File: config.mk
export PLATFORM = sky130hd
export DESIGN_NAME = operand_fetch
export DESIGN_NICKNAME = d
export VERILOG_FILES = /design/src/rtl/operand_fetch.sv
export SDC_FILE = /design/constraint.sdc
export NUM_CORES = 1
export LEC_CHECK = 0
export ABC_AREA = 1
export BUFFER_PORTS_ARGS = -buffer_cell sky130_fd_sc_hd__buf_4
export CAP_MARGIN = 20
export CORE_MARGIN = 2
export CORE_UTILIZATION = 30
export CTS_CLUSTER_DIAMETER = 100
export DETAILED_ROUTE_END_ITERATION = 8
export GPL_TIMING_DRIVEN = 0
export PLACE_DENSITY = 0.51
export SLEW_MARGIN = 5
export SYNTH_ARGS = -nofsm -noshare
export SYNTH_HDL_FRONTEND = slang
export SYNTH_SLANG_ARGS = --single-unit
File: constraint.sdc
create_clock -name clk -period 1.6 [get_ports clk]
set_clock_uncertainty 0.05 [all_clocks]
set_input_delay 0.32 -clock clk [delete_from_list [all_inputs] [get_ports clk]]
set_output_delay 0.32 -clock clk [all_outputs]
set_load 0.005 [all_outputs]
File: src/rtl/operand_fetch.sv
// operand_fetch: decodes one MIPS instruction at a time. It waits in CHECK
// until the source registers it needs have no writer still in flight. It then
// reads the register file, forwarding writeback data where needed, and holds
// the resulting operand bundle until the consumer accepts it.
//
// Ports
//   clk, reset              clock, synchronous active-high reset
//   in_valid/in_ready       upstream instruction handshake
//   in_instr                32-bit MIPS instruction word
//   rf_raddr1/rf_raddr2     register-file read addresses (rs, rt)
//   rf_rdata1/rf_rdata2     register-file read data, one cycle after address
//   wb_we/wb_addr/wb_data   writeback port (same signals that write the RF)
//   out_valid/out_ready     downstream operand-bundle handshake
//   out_opcode/funct/shamt  decoded instruction fields
//   out_rs_val/out_rt_val   resolved source operands
//   out_imm                 sign- or zero-extended immediate
//   out_dest                destination register, 0 = none
//
// state | meaning
// ------+------------------------------------------------------------
// IDLE  | ready for a new instruction
// CHECK | instruction captured, waiting for its sources to be non-busy
// READ  | RF data arriving, operands resolved and latched
// HOLD  | bundle presented, waiting for out_ready

module operand_fetch (
  input  logic        clk,
  input  logic        reset,
  input  logic        in_valid,
  output logic        in_ready,
  input  logic [31:0] in_instr,
  output logic [4:0]  rf_raddr1,
  output logic [4:0]  rf_raddr2,
  input  logic [31:0] rf_rdata1,
  input  logic [31:0] rf_rdata2,
  input  logic        wb_we,
  input  logic [4:0]  wb_addr,
  input  logic [31:0] wb_data,
  output logic        out_valid,
  input  logic        out_ready,
  output logic [5:0]  out_opcode,
  output logic [5:0]  out_funct,
  output logic [4:0]  out_shamt,
  output logic [31:0] out_rs_val,
  output logic [31:0] out_rt_val,
  output logic [31:0] out_imm,
  output logic [4:0]  out_dest
);

  typedef enum logic [1:0] {IDLE, CHECK, READ, HOLD} state_e;

  state_e      state_q;
  logic [31:0] instr_q;
  logic [31:0] busy_q;
  logic [31:0] busy_d;
  logic        byp_rs_q, byp_rt_q;
  logic [31:0] byp_rs_val_q, byp_rt_val_q;

  logic        out_valid_q;
  logic [5:0]  out_opcode_q, out_funct_q;
  logic [4:0]  out_shamt_q, out_dest_q;
  logic [31:0] out_rs_val_q, out_rt_val_q, out_imm_q;

  // Decoded view of the captured instruction
  logic [5:0]  opcode, funct;
  logic [4:0]  rs, rt, rd, shamt;
  logic [15:0] imm16;
  logic        uses_rs, uses_rt, zext;
  logic [4:0]  dest;
  logic [31:0] imm_ext;

  assign opcode = instr_q[31:26];
  assign rs     = instr_q[25:21];
  assign rt     = instr_q[20:16];
  assign rd     = instr_q[15:11];
  assign shamt  = instr_q[10:6];
  assign funct  = instr_q[5:0];
  assign imm16  = instr_q[15:0];

  always_comb begin
    uses_rs = 1'b0;
    uses_rt = 1'b0;
    zext    = 1'b0;
    dest    = 5'd0;
    case (opcode)
      6'h00: begin
        uses_rs = 1'b1;
        uses_rt = 1'b1;
        dest    = rd;
      end
      6'h23: begin
        uses_rs = 1'b1;
        dest    = rt;
      end
      6'h2B, 6'h04, 6'h05: begin
        uses_rs = 1'b1;
        uses_rt = 1'b1;
      end
      6'h08, 6'h0A: begin
        uses_rs = 1'b1;
        dest    = rt;
      end
      6'h0C, 6'h0D: begin
        uses_rs = 1'b1;
        dest    = rt;
        zext    = 1'b1;
      end
      default: ;
    endcase
    imm_ext = zext ? {16'h0000, imm16} : {{16{imm16[15]}}, imm16};
  end

  // Hazard check looks only at the registered scoreboard, so a writeback
  // clearing a busy bit releases the stall one cycle later.
  logic stall;
  assign stall = (uses_rs && busy_q[rs]) || (uses_rt && busy_q[rt]);

  // Writeback hits on a used, nonzero source in the current cycle
  logic wb_hit_rs, wb_hit_rt;
  assign wb_hit_rs = wb_we && uses_rs && (rs != 5'd0) && (wb_addr == rs);
  assign wb_hit_rt = wb_we && uses_rt && (rt != 5'd0) && (wb_addr == rt);

  // Operand priority: live writeback, then writeback seen on the
  // CHECK->READ cycle (which the RF read missed), then RF data. Register 0
  // and sources the instruction does not use resolve to 0.
  logic [31:0] rs_val, rt_val;
  always_comb begin
    rs_val = 32'h0;
    rt_val = 32'h0;
    if (uses_rs && rs != 5'd0) begin
      if (wb_hit_rs)     rs_val = wb_data;
      else if (byp_rs_q) rs_val = byp_rs_val_q;
      else               rs_val = rf_rdata1;
    end
    if (uses_rt && rt != 5'd0) begin
      if (wb_hit_rt)     rt_val = wb_data;
      else if (byp_rt_q) rt_val = byp_rt_val_q;
      else               rt_val = rf_rdata2;
    end
  end

  // Scoreboard: a handshake marks the destination busy, a writeback clears;
  // the set is applied last so it wins on a collision.
  always_comb begin
    busy_d = busy_q;
    if (wb_we && wb_addr != 5'd0)
      busy_d[wb_addr] = 1'b0;
    if (out_valid_q && out_ready && out_dest_q != 5'd0)
      busy_d[out_dest_q] = 1'b1;
    busy_d[0] = 1'b0;
  end

  always_ff @(posedge clk) begin
    if (reset) begin
      state_q      <= IDLE;
      instr_q      <= 32'h0;
      busy_q       <= 32'h0;
      byp_rs_q     <= 1'b0;
      byp_rt_q     <= 1'b0;
      byp_rs_val_q <= 32'h0;
      byp_rt_val_q <= 32'h0;
      out_valid_q  <= 1'b0;
      out_opcode_q <= 6'h0;
      out_funct_q  <= 6'h0;
      out_shamt_q  <= 5'h0;
      out_dest_q   <= 5'h0;
      out_rs_val_q <= 32'h0;
      out_rt_val_q <= 32'h0;
      out_imm_q    <= 32'h0;
    end else begin
      busy_q <= busy_d;
      case (state_q)
        IDLE: begin
          if (in_valid) begin
            instr_q <= in_instr;
            state_q <= CHECK;
          end
        end
        CHECK: begin
          if (!stall) begin
            byp_rs_q     <= wb_hit_rs;
            byp_rt_q     <= wb_hit_rt;
            byp_rs_val_q <= wb_data;
            byp_rt_val_q <= wb_data;
            state_q      <= READ;
          end
        end
        READ: begin
          out_opcode_q <= opcode;
          out_funct_q  <= funct;
          out_shamt_q  <= shamt;
          out_dest_q   <= dest;
          out_imm_q    <= imm_ext;
          out_rs_val_q <= rs_val;
          out_rt_val_q <= rt_val;
          out_valid_q  <= 1'b1;
          state_q      <= HOLD;
        end
        HOLD: begin
          if (out_ready) begin
            out_valid_q <= 1'b0;
            state_q     <= IDLE;
          end
        end
        default: state_q <= IDLE;
      endcase
    end
  end

  assign in_ready   = (state_q == IDLE) && !reset;
  assign rf_raddr1  = (state_q == IDLE) ? in_instr[25:21] : rs;
  assign rf_raddr2  = (state_q == IDLE) ? in_instr[20:16] : rt;

  assign out_valid  = out_valid_q;
  assign out_opcode = out_opcode_q;
  assign out_funct  = out_funct_q;
  assign out_shamt  = out_shamt_q;
  assign out_dest   = out_dest_q;
  assign out_rs_val = out_rs_val_q;
  assign out_rt_val = out_rt_val_q;
  assign out_imm    = out_imm_q;

endmodule

After elaboration in Yosys (flattened, before gate mapping)
Index checks and enable logic that the tools add are counted.

Register bits: 219. Bits in latches: 0. RAM bits: 0. ROM bits: 0. Input port bits: 138. Output and inout bits: 130. Logic and storage cells: 103. Memories kept: 0.

$add $sub $neg: 0. Multiply operators: 0. Divide/modulo/power cells: 0. Order comparisons: 6. Equal/unequal tests: 16. Shift-type cells: 0. Multiplexer cells: 29. Bitwise logic cells: 4. Reductions and logical operators: 33.

Operator list (number): $mux 32 (9); $and 32x32->32 (1); $not 32->32 (1); $or 32x32->32 (1); $eq 6x4->1 const B (4); $lt 5x6->1 const B (4); $reduce_bool 5->1 (4); $logic_and 1x1->1 (16); $eq 6x3->1 const B (2); $eq 6x6->1 const B (2); $bmux 1 s5 (2); $demux 1 s5 (2); $eq 5x5->1 (2); $ge 5x1->1 const B (2); $mux 5 (2); $pmux 5 s2 (1); $reduce_or 9->1 (1); $mux 1 (8); $pmux 2 s4 (1); $logic_not 6->1 (1); $mux 2 (3); $ne 2x2->1 const B (3); $reduce_and 2->1 (3); $reduce_or 5->1 (1); 11 further kinds (12).

Depth between registers and ports, before layout
Gate-level depths: netlist of the first run.

Depth in word-level cells: 9. Mapped depth: 16. Gate-level depth less buffers: 15.

Worst setup path before layout of the first run
No wires, ideal clock.

Path kind: register to register. From: register state_q[0]. To: register out_imm_q[30], in the netlist out_imm[30]. Setup time: 70 ps. Arrival: 1661 ps. Data required time: 1480 ps. Slack: -181 ps. Stages on the path, launching flop included: 9. Buffers on the path: 3. Period minus slack after synthesis: 1781 ps. Cells stage by stage: dfxtp_1 -> inv_1 -> ha_1 -> clkbuf_1 -> inv_1 -> clkbuf_1 -> clkbuf_1 -> nand2_1 -> a21oi_1.

Longest elaborated chain between the ends: 1.

Ends and longest elaborated chain: from (decl) (RTL line 52) `state_e state_q;`; from (signal assigned) (RTL line 155) `state_q <= IDLE;`; from (signal assigned) (RTL line 176) `state_q <= CHECK;`; from (signal assigned) (RTL line 185) `state_q <= READ;`; $eq 2x2->1 (RTL line 172) `case (state_q)`; to (signal assigned) (RTL line 193) `out_imm_q <= imm_ext;`; to (decl) (RTL line 62) `logic [31:0] out_rs_val_q, out_rt_val_q, out_imm_q;`.

No other way between the ends. A chain may end at the register's enable or synchronous reset.

Final worst setup path of the first run
From: register instr_q[21]. To: register out_rs_val_q[22], in the netlist out_rs_val[22].

Longest elaborated chain between the ends: 5. Elaborated cells on any way between the ends: 7. Classes of those cells: 1 x eq/ne; 2 x mux; 4 x reduce/logical.

Ends and longest elaborated chain: from (decl) (RTL line 53) `logic [31:0] instr_q;`; from (signal assigned) (RTL line 175) `instr_q <= in_instr;`; $reduce_bool 5->1 (RTL line 120, 130); $logic_and 1x1->1 (2 in a row) (RTL line 120) `assign wb_hit_rs = wb_we && uses_rs && (rs != 5'd0) && (wb_addr == rs);`; $mux 32 (RTL line 131) `if (wb_hit_rs) rs_val = wb_data;`; $mux 32 (*) (RTL line 130) `if (uses_rs && rs != 5'd0) begin`; to (signal assigned) (RTL line 194) `out_rs_val_q <= rs_val;`; to (decl) (RTL line 62).

Mark *: on every way between the ends. The rest lies on a longest branch, timed or not.

==> metrics.md, run 1 <==
| Metric | Value |
|---|---|
| Sequential power share | 30.9% |
| Setup slack after layout | -0.426 ns |
| First-pass GRT wire length | 56.4 mm |
| Crit path buf inv count | 4 |
| Core area | 0.0315 mm^2 |
| Synth Cell Area | 0.00955 mm^2 |
| Status | finished, violations left |
| Wire per inst | 18.5 um |
| Hold Path Class | input pin to flop |
| Vias per cell | 5.03 |
| Power Total | 21.5 mW |
| H-tree depth | 4 |
| Crit path max fanout | 7 |
| Final hold violations | 0 |
| Nets@finish | 1,794 |
| Vias post-DR | 10,407 |
| Total global-route track usage | 21.9% |
| Worst path arrival time | 2.36 ns |
| Remaining DRCs | 0 |
| Avg Inst Size Synth | 7.26 um^2 |
| Number of global-route vias before repair | 9,844 |
| Switching Fraction | 40.3% |
| Design Area, Final | 0.0144 mm^2 |
| CP endpoint kind | flop |
| Pwr/cell area | 1500 mW/mm^2 |
| Post-Place Cell Area | 0.0121 mm^2 |
| Worst rel slew slack | 44.2% |
| Minimum clock period | 2.03 ns |
| CTS max path bufs | 2 |
| Largest net degree at the start of global routing | 23 |
| Share of layout cells above drive strength 1 | 38.3% |
| CTS clk-pin slew, worst paths | 0.10 ns |
| Cell-internal power | 12.9 mW |
| Post-synth net total | 1,457 |
| YS warnings | 0 |
| CTS Root Cell | clkbuf_16 |
| Final period util | 127% |
| Port Buffer Count | 265 |
| Failing checks | setup timing |
| Crit path kind | flop to flop |
| Least-Margin Pin Slew | 0.838 ns |
| CP Launch Type | flop |
| Die Y | 182 um |
| Area leader, netlist | dfxtp_1 |
| Min Hold Slack | 0.0654 ns |
| Final WL | 38.2 mm |
| CTS tree | built |
| Comb power frac | 48.1% |
| VDD IR max | 0.830 mV |
| DR pass1 iterations | 5 |
| Synthesis-to-layout area growth | 50.6% |
| I/O Pins | 268 |
| Die area | 0.0333 mm^2 |
| Slew Viols, Final | 0 |
| Initial antenna violation count | 2 |
| DP Wirelength | 27.4 mm |
| Cts hold-fix bufs | 0 |
| Total gr overflow | 0 |
| ANT nets after route | 0 |
| Clock power frac | 21.0% |
| DRT iter0 DRCs | 734 |
| WP data required | 1.94 ns |
| Register area share after synthesis | 40.2% |
| Seq cells post-synth | 192 |
| Final setup viols | 111 |
| Top delay family on crit path | simple AND/OR/NAND/NOR gates |
| GP Congestion | 0.888 |
| Largest cells by area after synthesis | dfxtp_1 (40%), nand2_1 (13%), a21oi_1 (7.8%) |
| Die X | 182 um |
| Yosys cell types | 37 |
| FMAX | 494 MHz |
| RSZ-0062 raised after global routing | yes |
| Max_cap viols | 0 |
| LEAKAGE | 6.09 nW |
| Starting Density | 30.3% |
| Clock Latency Late Sink | 0.46 ns |
| Critical Path Slowest Stage Cell | dfxtp_2 |
| Post-synth top area share | 40.2% |
| Num CTS Buffers | 17 |
| Critical path, cell by cell | buf_12, clkinv_8, clkbuf_16, nor2_4, nor3_2, nand2_1, nor2_4, nand3_4, clkbuf_16, nand2_4, o211ai_1, a21oi_1 |
| # rows | 65 |
| Commonest non-fill, non-tap cell in the layout | buf_4 |
| Net switching power | 8.69 mW |
| Commonest non-fill, non-tap cells in the layout | buf_4 (322), nand2_1 (250), dfxtp_1 (176) |
| Largest stage delay, worst path | 0.33 ns |
| Syn Inst Count | 1,315 |
| Clk sinks | 192 |
## synthesized netlist by cell type, drive strengths merged
cell and count:
nand4 4, xnor2 1, or2 3, a211oi 2, nand3b 1, a21oi 156, a22oi 1, nand3 70
inv 75, clkinv 1, nor4 1, nor3 16, buf 61, dfxtp 192, clkbuf 50, xor2 2
o22ai 5, mux2i 64, ha 4, nand2 342, nor2 101, o211ai 64, o21ai 96, a221oi 3
## power by group through the flow
stage,clock network (mW),registers (mW),logic [mW]
after floorplan,0,6.38,4.82
after global placement,0,6.58,7.70
after detailed placement,0,6.59,7.75
after CTS,4.60,6.54,9.07
after global routing,4.80,6.79,11.2
final,4.53,6.66,10.4
## cell type report
cell class	instances	area (um^2)
tap	402	503
clock buffer	17	425
timing repair buffer	322	2710
antenna	2	5.00
fill	3153	17100
sequential	192	3870
multi-input combinational	936	5420
buffer	106	900
clock inverter	15	195
timing repair inverter	1	11.3
inverter	76	340
## state kept, by name, summed over array words and instances, names as in the netlist
| register | cells |
|---|---|
| out_dest | 5 |
| busy_q | 31 |
| instr_q | 32 |
| byp_rt_val_q | 32 |
| byp_rt_q | 1 |
| out_imm | 8 |
| out_rt_val | 32 |
| out_rs_val | 32 |
| out_opcode | 6 |
| byp_rs_q | 1 |
| state_q | 2 |
| out_shamt | 4 |
| out_funct | 5 |
| out_valid | 1 |
## per-layer routing
| layer | global-route usage, % | wire length (um) |
|---|---|---|
| met1 | 29.1 | 17100 |
| met2 | 34.5 | 17600 |
| met3 | 5.47 | 2420 |
| met4 | 8.00 | 1130 |
| met5 | 0 | 0 |
## logic make-up (layout without fill, tap and decap cells)
kind of cell	count (synthesis)	after routing	synth area share [%]
XOR/XNOR	3	3	0.275
buffers and inverters	187	537	9.52
multiplexers	64	64	6.71
flip-flops	192	192	40.2
other	0	2	0
AND/OR/NAND/NOR	538	538	23.3
AO/OA/AOI/OAI	327	327	19.4
adder cells (fa/ha/maj)	4	4	0.524
## final timing paths
path	slack, ns	to	from	depth (start not counted)
hold reg to reg	0.42	out_rt_val[31]$_SDFFE_PP0P_	out_rt_val[31]$_SDFFE_PP0P_	2
hold / removal	0.07	out_valid$_SDFFE_PP0P_	out_ready	2
setup / recovery	-0.43	out_rs_val[22]$_SDFFE_PP0P_	instr_q[21]$_SDFFE_PP0P_	12
setup reg to reg	-0.43	out_rs_val[22]$_SDFFE_PP0P_	instr_q[21]$_SDFFE_PP0P_	12
## per-stage QoR
stage                     std cells  setup WS [ns]  utilization, %  setup TNS (ns)
after floorplan                1315        -0.0483               -           -2.23
after global routing           2068         -0.526            45.7          -48.19
after detailed placement       1982         -0.772            38.4          -94.17
after CTS                      2049         -0.383            43.1          -35.86
after global placement         1982         -0.764            38.4          -91.66
final                          2069         -0.426            45.7          -36.55
## what timing repair did
action	CTS	global route
pin swaps	25	52
setup endpoints to repair	209	171
setup buffers	32	14
gates cloned	6	8
resized for setup	166	193
## worst reg2reg max path, cell delays in order (launching register included)
cell,delay [ns]
dfxtp_2,0.33
buf_12,0.14
clkinv_8,0.06
clkbuf_16,0.14
nor2_4,0.03
nor3_2,0.15
nand2_1,0.11
nor2_4,0.18
nand3_4,0.23
clkbuf_16,0.25
nand2_4,0.05
o211ai_1,0.09
a21oi_1,0.15
Note: power is estimated with default switching activity, not from simulation.
==> inputs of run 2 (changes only) <==
--- a/config.mk
+++ b/config.mk
@@ -14,6 +14,7 @@
 export DETAILED_ROUTE_END_ITERATION = 8
 export GPL_TIMING_DRIVEN = 0
 export PLACE_DENSITY = 0.51
+export REMOVE_ABC_BUFFERS = 1
 export SLEW_MARGIN = 5
 export SYNTH_ARGS = -nofsm -noshare
 export SYNTH_HDL_FRONTEND = slang
==> run 2 against run 1 <==
The run still ends with setup timing left. Sequential power is 3% higher. Global-route usage up 1.4 points. Largest power group unchanged. Design area decreased by 4.7%. Maximum frequency fell by 1.0%. Highest routed layer unchanged. Non-clock buffer count is 92 lower. Sequential cell count stayed put. Clock power down 3%.
==> metrics.md, run 2 (synthesis results as in run 1) <==
| Metric | Value |
|---|---|
| Status | finished, violations left |
| Failing checks | setup timing |
| Minimum clock period | 2.05 ns |
| Hold Path Class | input pin to flop |
| Crit path top cell by count | nand3_2 |
| Reg2reg start | instr_q[16]$_SDFFE_PP0P_ |
| Crit path max fanout | 8 |
| Antenna Cells | 0 |
| Number of global-route vias before repair | 9,774 |
| H-tree depth | 4 |
| Largest net degree at the start of global routing | 76 |
| Crit path kind | flop to flop |
| Clock Latency Late Sink | 0.46 ns |
| Setup slack after layout | -0.447 ns |
| Remaining DRCs | 0 |
| Die X | 182 um |
| Vias post-DR | 10,020 |
| First-pass GRT wire length | 59.0 mm |
| Initial antenna violation count | 0 |
| Port Buffer Count | 267 |
| Max_cap viols | 0 |
| CP endpoint kind | flop |
| Least-Margin Pin Slew | 0.616 ns |
| Commonest non-fill, non-tap cells in the layout | nand2_1 (303), buf_4 (289), dfxtp_1 (173) |
| DP Wirelength | 23.1 mm |
| RSZ-0062 raised after global routing | yes |
| RR Endpoint | byp_rt_val_q[26]$_SDFFE_PP0P_ |
| CTS tree | built |
| GR Layer Usage met2 | 37.9% |
| Synthesis-to-layout area growth | 43.5% |
| WP data required | 1.93 ns |
| GP Congestion | 0.861 |
| # rows | 65 |
| Clk sinks | 192 |
| Final WL | 39.3 mm |
| Flop-to-flop setup slack | -0.45 ns |
| Starting Density | 30.3% |
| DRT iter0 DRCs | 680 |
| Crit path buf inv count | 4 |
| Final setup viols | 130 |
| Final hold violations | 0 |
| Power Total | 21.4 mW |
| Final period util | 128% |
| Nets@finish | 1,707 |
| Pwr/cell area | 1560 mW/mm^2 |
| DR pass1 iterations | 5 |
| Met1 Resource Use GR | 29.1% |
| I/O Pins | 268 |
| FILL cells | 3,205 |
| ANT nets after route | 0 |
| Largest stage delay, worst path | 0.40 ns |
| Die area | 0.0333 mm^2 |
| Core area | 0.0315 mm^2 |
| Total gr overflow | 0 |
| CP Launch Type | flop |
| Met3 GRT Util | 8.08% |
| R2r worst-path depth | 13 |
| Total global-route track usage | 23.3% |
| GR peak layer | met2 |
| CTS Root Cell | clkbuf_16 |
| Die Y | 182 um |
| VDD IR max | 0.825 mV |
| LEAKAGE | 5.69 nW |
| Num CTS Buffers | 17 |
| CP endpoint | byp_rt_val_q[26]$_SDFFE_PP0P_ |
| Commonest non-fill, non-tap cell in the layout | nand2_1 |
| Share of layout cells above drive strength 1 | 32.4% |
| Setup Total Neg Slack | -39.49 ns |
| Vias per cell | 5.06 |
| Worst path arrival time | 2.38 ns |
| CTS clk-pin slew, worst paths | 0.08 ns |
| Cts hold-fix bufs | 0 |
| Slew Viols, Final | 0 |
| Crit path depth | 13 |
| CTS max path bufs | 2 |
| Worst Setup SP | instr_q[16]$_SDFFE_PP0P_ |
| FMAX | 488 MHz |
| Wire per inst | 19.9 um |
| Top delay family on crit path | simple AND/OR/NAND/NOR gates |
| Critical Path Slowest Stage Cell | dfxtp_4 |
| Worst rel slew slack | 58.9% |
| Critical path, cell by cell | buf_12, or2_1, nand3_2, nand3_2, nand3_2, nand3_2, nand3_4, nand3_4, buf_12, buf_12, inv_16, nand2_4, a21oi_2 |
-- run 2: cell types whose count changed in the layout (fill, tap and decap cells not counted), sizes merged --
cell / delta
buf: -46
clkbuf: -43
clkinv: -5
clkinvlp: +3
nand3: +3
diode: -2
bufinv: +1
-- run 2: worst min path at each step --
stage | startpoint | endpoint | slack [ns] | cells after the start
after floorplan | reset | byp_rt_val_q[23]$_SDFFE_PP0P_ | 0.33 | 1
after global placement | out_rt_val[9]$_SDFFE_PP0P_ | out_rt_val[9]$_SDFFE_PP0P_ | 0.40 | 2
after detailed placement | out_rt_val[31]$_SDFFE_PP0P_ | out_rt_val[31]$_SDFFE_PP0P_ | 0.41 | 2
after CTS | out_ready | out_valid$_SDFFE_PP0P_ | 0.03 | 2
after global routing | out_ready | out_valid$_SDFFE_PP0P_ | 0.04 | 2
final | out_ready | out_valid$_SDFFE_PP0P_ | 0.05 | 2
-- run 2: worst register-to-register path, cell delays in order (launching register included) --
cell,delay [ns]
dfxtp_4,0.40
buf_12,0.14
or2_1,0.22
nand3_2,0.09
nand3_2,0.10
nand3_2,0.09
nand3_2,0.09
nand3_4,0.13
nand3_4,0.08
buf_12,0.17
buf_12,0.17
inv_16,0.10
nand2_4,0.05
a21oi_2,0.11
-- run 2: area by class of cell --
type	count	area (um^2)	share of cell area, %
multi-input combinational	939	5230	38.2
sequential	192	3880	28.3
timing repair buffer	336	3080	22.5
tap	402	503	3.67
clock buffer	20	457	3.33
inverter	76	379	2.77
clock inverter	12	120	0.877
timing repair inverter	3	51.3	0.374
-- run 2: report_power, final --
group	internal, mW	leakage [nW]	switching, mW
Clock	2.27	0.285	2.11
Sequential	5.76	1.57	1.07
Combinational	4.68	3.84	5.54
Total	12.7	5.69	8.71
-- run 2: repair_timing --
item,in CTS,in global routing
gates cloned,12,0
gates resized for setup,151,48
setup endpoints to repair,213,173
hold endpoints to repair,0,0
setup buffers,56,1
pin swaps,39,16
-- run 2: stage by stage --
step	hold slack, ns	setup WS (ns)	cell area (um^2)	std cells	util (%)
floorplan	0.332	-2.03	8930	1204	-
global placement	0.402	-5.77	11400	1873	36.4
detailed placement	0.407	-2.01	11600	1879	36.9
CTS	0.0256	-0.389	13600	1979	43.1
global route	0.0429	-0.509	13700	1980	43.5
finish	0.0530	-0.447	13700	1980	43.5
-- run 2: per-layer routing --
layer | wire, um | vias to the layer above | share of wire, %
met5 | 0 | - | 0
met4 | 792 | 0 | 2.0
met3 | 3400 | 47 | 8.7
met2 | 18100 | 369 | 46
met1 | 17000 | 4713 | 43
li1 | - | 4891 | -
